==> src/rtl/hyper_cmd_seq.sv <==
// HyperRAM command sequencer: builds the 48-bit CA word, launches one transaction machine, waits for its end, enforces CS# high time.
// Optional watchdog on WAIT_END compiled in with HYPER_CMD_TIMEOUT_EN.
module hyper_cmd_seq #(
    parameter int unsigned CSHI_CYCLES    = 4,
    parameter int unsigned TIMEOUT_CYCLES = 255
) (
    input  logic        clk,
    input  logic        rst,
    input  logic        req_valid,
    output logic        req_ready,
    input  logic [1:0]  req_op,
    input  logic [31:0] req_addr,
    input  logic        req_linear,
    output logic [47:0] casig,
    output logic        start_rdmem,
    output logic        start_wrmem,
    output logic        start_rdreg,
    output logic        start_wrreg,
    input  logic        end_rdmem,
    input  logic        end_wrmem,
    input  logic        end_rdreg,
    input  logic        end_wrreg,
    output logic        busy,
    output logic        done,
    output logic        err
);

    localparam int CNT_W = (CSHI_CYCLES > 1) ? $clog2(CSHI_CYCLES) : 1;

    typedef enum logic [1:0] {
        ST_IDLE     = 2'd0,
        ST_LAUNCH   = 2'd1,
        ST_WAIT_END = 2'd2,
        ST_RECOVER  = 2'd3
    } state_t;

    state_t             state_r;
    logic               req_ready_r;
    logic [47:0]        casig_r;
    logic [3:0]         start_r;
    logic               busy_r;
    logic               done_r;
    logic               err_r;
    logic [1:0]         op_r;
    logic [CNT_W-1:0]   rec_cnt_r;
    logic               end_match_s;
`ifdef HYPER_CMD_TIMEOUT_EN
    logic [15:0]        wd_r;
    logic               wd_expire_s;
`endif

    function automatic logic [47:0] build_casig(input logic [1:0] op,
                                                input logic [31:0] addr,
                                                input logic linear);
        build_casig = {~op[0], op[1], linear, addr[31:3], 13'd0, addr[2:0]};
    endfunction

    // start vector order: {wrreg, rdreg, wrmem, rdmem}
    function automatic logic [3:0] op_onehot(input logic [1:0] op);
        case (op)
            2'b00:   op_onehot = 4'b0001;
            2'b01:   op_onehot = 4'b0010;
            2'b10:   op_onehot = 4'b0100;
            2'b11:   op_onehot = 4'b1000;
            default: op_onehot = 4'b0000;
        endcase
    endfunction

    // Select the end pulse belonging to the transaction in flight
    always_comb begin
        end_match_s = 1'b0;
        case (op_r)
            2'b00:   end_match_s = end_rdmem;
            2'b01:   end_match_s = end_wrmem;
            2'b10:   end_match_s = end_rdreg;
            2'b11:   end_match_s = end_wrreg;
            default: end_match_s = 1'b0;
        endcase
    end

`ifdef HYPER_CMD_TIMEOUT_EN
    assign wd_expire_s = (wd_r == 16'(TIMEOUT_CYCLES - 1));
`endif

    // Sequencer FSM with all outputs registered
    always_ff @(posedge clk) begin
        if (!rst) begin
            state_r     <= ST_IDLE;
            req_ready_r <= 1'b0;
            casig_r     <= 48'd0;
            start_r     <= 4'b0000;
            busy_r      <= 1'b0;
            done_r      <= 1'b0;
            err_r       <= 1'b0;
            op_r        <= 2'b00;
            rec_cnt_r   <= '0;
`ifdef HYPER_CMD_TIMEOUT_EN
            wd_r        <= 16'd0;
`endif
        end else begin
            start_r <= 4'b0000;
            done_r  <= 1'b0;
            err_r   <= 1'b0;
            case (state_r)
                ST_IDLE: begin
                    if (req_valid && req_ready_r) begin
                        op_r        <= req_op;
                        casig_r     <= build_casig(req_op, req_addr, req_linear);
                        start_r     <= op_onehot(req_op);
                        req_ready_r <= 1'b0;
                        busy_r      <= 1'b1;
                        state_r     <= ST_LAUNCH;
                    end else begin
                        req_ready_r <= 1'b1;
                    end
                end
                ST_LAUNCH: begin
                    // end pulses coincident with start are deliberately not looked at here
                    state_r <= ST_WAIT_END;
`ifdef HYPER_CMD_TIMEOUT_EN
                    wd_r    <= 16'd0;
`endif
                end
                ST_WAIT_END: begin
                    if (end_match_s) begin
                        done_r    <= 1'b1;
                        rec_cnt_r <= CNT_W'(CSHI_CYCLES - 1);
                        state_r   <= ST_RECOVER;
                    end
`ifdef HYPER_CMD_TIMEOUT_EN
                    else if (wd_expire_s) begin
                        done_r    <= 1'b1;
                        err_r     <= 1'b1;
                        rec_cnt_r <= CNT_W'(CSHI_CYCLES - 1);
                        state_r   <= ST_RECOVER;
                    end else begin
                        wd_r <= wd_r + 16'd1;
                    end
`else
                    else begin
                        state_r <= ST_WAIT_END;
                    end
`endif
                end
                ST_RECOVER: begin
                    if (rec_cnt_r == '0) begin
                        state_r     <= ST_IDLE;
                        busy_r      <= 1'b0;
                        req_ready_r <= 1'b1;
                    end else begin
                        rec_cnt_r <= rec_cnt_r - 1'b1;
                    end
                end
                default: begin
                    state_r     <= ST_IDLE;
                    busy_r      <= 1'b0;
                    req_ready_r <= 1'b0;
                end
            endcase
        end
    end

    assign req_ready   = req_ready_r;
    assign casig       = casig_r;
    assign start_rdmem = start_r[0];
    assign start_wrmem = start_r[1];
    assign start_rdreg = start_r[2];
    assign start_wrreg = start_r[3];
    assign busy        = busy_r;
    assign done        = done_r;
    assign err         = err_r;

endmodule
==> config.mk <==
export PLATFORM = sky130hd
export DESIGN_NAME = hyper_cmd_seq
export DESIGN_NICKNAME = d
export VERILOG_FILES = /design/src/rtl/hyper_cmd_seq.sv
export SDC_FILE = /design/constraint.sdc
export NUM_CORES = 1
export LEC_CHECK = 0
export ABC_AREA = 1
export BUFFER_PORTS_ARGS = -buffer_cell sky130_fd_sc_hd__buf_2
export CORE_MARGIN = 2
export CORE_UTILIZATION = 48
export CTS_CLUSTER_SIZE = 25
export DETAILED_ROUTE_END_ITERATION = 6
export GPL_TIMING_DRIVEN = 0
export HOLD_SLACK_MARGIN = 0.02
export PLACE_DENSITY = 0.84
export SKIP_LAST_GASP = 1
export SYNTH_ARGS = -nofsm -noshare
export SYNTH_HDL_FRONTEND = slang
export SYNTH_SLANG_ARGS = --single-unit
==> constraint.sdc <==
create_clock -name clk -period 2.1 [get_ports clk]
set_input_delay 0.42 -clock clk [delete_from_list [all_inputs] [get_ports clk]]
set_output_delay 0.42 -clock clk [all_outputs]
set_load 0.005 [all_outputs]
==> impl_metrics.tcl <==
set metrics [dict create \
    run_status "finished clean" \
    clk_root_buffer_cell "clkbuf_8" \
    post-synth-top-count-cell "nor2_1" \
    grt_start_max_net_pins 16 \
    antenna_found_initial 0 \
    clock-sinks 47 \
    synth-async-reset-ratio 0 \
    synth-edff-count 0 \
    fp.coreArea_mm2 0.00372 \
    dpl.hpwl_um 3070 \
    vdd_drop_max_uv 590 \
    stdcell_count 399 \
    die-width_um 66.8 \
    synth_top_cell_area_share 0.498 \
    post_synth_inst_count 247 \
    path_max_fanout 10 \
    p_leak_uw 0.00140 \
    ys_seq_elements 47 \
    cts.repair_timing.setup_buffer_count 0 \
    numPlacedInstances 391 \
    timing_worst_setup_path_type "reg2reg" \
    period_needed_ns 1.55 \
    timing.critical_path.from_type "flip-flop" \
    overflow 0 \
    area.growth.synth_to_final_pct 33.0 \
    ys.flop_type "dfxtp_1" \
    cp-end-kind "flip-flop" \
    required_time_of_the_critical_path_ns 2.30 \
    mappedNetlistArea_mm2 0.00189 \
    avgSynthCellArea_um2 7.65 \
    die_area_mm2 0.00446 \
    ys_seq_area_frac 0.498 \
    hold_path_class "in2reg" \
    path_cells "inv_1, ha_1, inv_2, nor2_4, inv_2, clkbuf_1, nor2_1, nor2_1" \
    cts.htree.levels 2 \
    drive_gt1_frac 0.330 \
    worst_skew_pair.late_latency_ns 0.30 \
    drtAntennaViolNets 0 \
    postRouteWirelength_um 4070 \
    critical-path-slowest-cell "dfxtp_1" \
    drv_cap 0 \
    drc_errors 0 \
    worstPathArrival_ns 1.76 \
    power-per-cell-area_mw_per_mm2 1050 \
    layout.nets 396 \
    via_per_inst 4.48 \
    synthesis.yosys.warnings 0 \
    achievable-frequency_mhz 643 \
    antenna_cells_inserted 0 \
    drt_pre_antenna_iters 4 \
    synth.top_cells.by_area "dfxtp_1 (50%), nor2_1 (14%), o21ai_0 (10%), buf_4 (6.0%), inv_1 (3.8%)" \
    clk_pin_slew_worst_paths_ns 0.09 \
    finalCritPeriodShare 0.740 \
    starting_density 0.509 \
    post-layout-total-power_uw 2640 \
    dr_total_vias 1788 \
    finalHoldViolations 0 \
    die-height_um 66.8 \
    cts_hold_buf 0 \
    cts_repair_resize_count 0 \
    clock-skew-final_ns 0.00613 \
    synth_top_area_cell "dfxtp_1" \
    gp_congestion 0.779 \
    io-pin-count 98 \
    totalNegativeSetupSlack_ns 0 \
    cts-root-to-sink-buffers 2 \
    tritoncts.num_buffers 5 \
    fillCellCount 345 \
    first_global_vias 1589 \
    cpPeakStageDelay_ns 0.34 \
    finalSetupViolCount 0 \
    rsz0062_at_grt "no" \
    drt-initial-drc-count 92 \
    avgRoutedWirePerCell_um 10.2 \
    netlist_top_cells_count "nor2_1 (71), dfxtp_1 (47), o21ai_0 (39)" \
    portBuffers 83 \
    globalRouteTotalUtil 0.202 \
    finalMaxSlewViolations 0 \
    row_count 22 \
    synth.distinct_cells 21 \
    grt_pass1_wl_um 6860 \
    cts_tree "built" \
]
-- through the flow --
stage / setup WS [ns] / instance area (µm²) / hold slack, ns / util
floorplan: 0.780 / 1940 / 0.452 / -
global route: 0.357 / 2510 / 0.319 / 0.676
global placement: 0.618 / 2410 / 0.452 / 0.650
finish: 0.546 / 2510 / 0.316 / 0.676
detailed placement: 0.544 / 2410 / 0.456 / 0.650
CTS: 0.529 / 2510 / 0.313 / 0.676
-- sequential cells by signal (all words and copies together), names as in the netlist --
signal / cells
state_r: 2
done: 1
op_r: 1
casig: 35
req_ready: 1
busy: 1
rec_cnt_r: 2
start_r: 4
-- metal layers --
metal,GRT usage,routed length (µm)
met1,0.252,1790
met5,0,0
met4,0.0765,61
met2,0.331,1850
met3,0.0574,372
-- path summary, 6_finish.rpt --
path / start / cells after the start / slack [ns] / endpoint
max: state_r[0]$_SDFFE_PN0P_ / 8 / 0.55 / casig[21]$_SDFFE_PN0P_
max reg2reg: state_r[0]$_SDFFE_PN0P_ / 8 / 0.55 / casig[21]$_SDFFE_PN0P_
min reg2reg: req_ready$_SDFFE_PN0P_ / 2 / 0.46 / req_ready$_SDFFE_PN0P_
min: req_op[1] / 2 / 0.32 / start_r[1]$_SDFF_PN0_
-- layout make-up --
cell class	count	area, µm²	area share
Tap cell	48	60.1	0.0239
Inverter	21	78.8	0.0314
Sequential cell	47	941	0.374
Clock inverter	2	16.3	0.00647
Timing Repair Buffer	83	415	0.165
Buffer	27	178	0.0707
Multi-Input combinational cell	165	742	0.295
Clock buffer	6	82.6	0.0329
-- cell usage in the layout, fill, tap and decap left out --
cell and instances:
a211oi_1 1, dfxtp_1 47, a31oi_1 1, buf_6 2
nor2_2 1, ha_1 4, clkinv_4 1, nor3_1 4
nand2_1 16, clkbuf_1 5, nor2_4 1, clkbuf_8 6
a21oi_1 7, buf_1 1, buf_4 15, o21ai_0 39
inv_2 2, conb_1 14, o22ai_1 1, nand3_1 5
buf_2 87, inv_1 19, nor2_1 71, clkinvlp_4 1
-- worst max-delay path, delay by kind of cell, from the launching register on --
| kind | cells | cell delay [ns] |
|---|---|---|
| flops | 1 | 0.34 |
| fa+ha+maj | 1 | 0.24 |
| buf+inv | 4 | 0.46 |
| simple gates | 3 | 0.42 |
-- power breakdown --
group	switching, µW	internal, µW	total (µW)	leakage (µW)
clock network	301	269	570	0.0000474
logic	495	373	868	0.000967
registers	103	1100	1210	0.000384
-- kinds of logic after synthesis --
group / count (synthesis) / share of synthesized area
flops: 47 / 0.498
buf+inv: 48 / 0.136
fa+ha+maj: 4 / 0.0265
other cells: 1 / 0.00198
simple gates: 98 / 0.206
compound gates: 49 / 0.132
(Power assumes the default switching activity.)
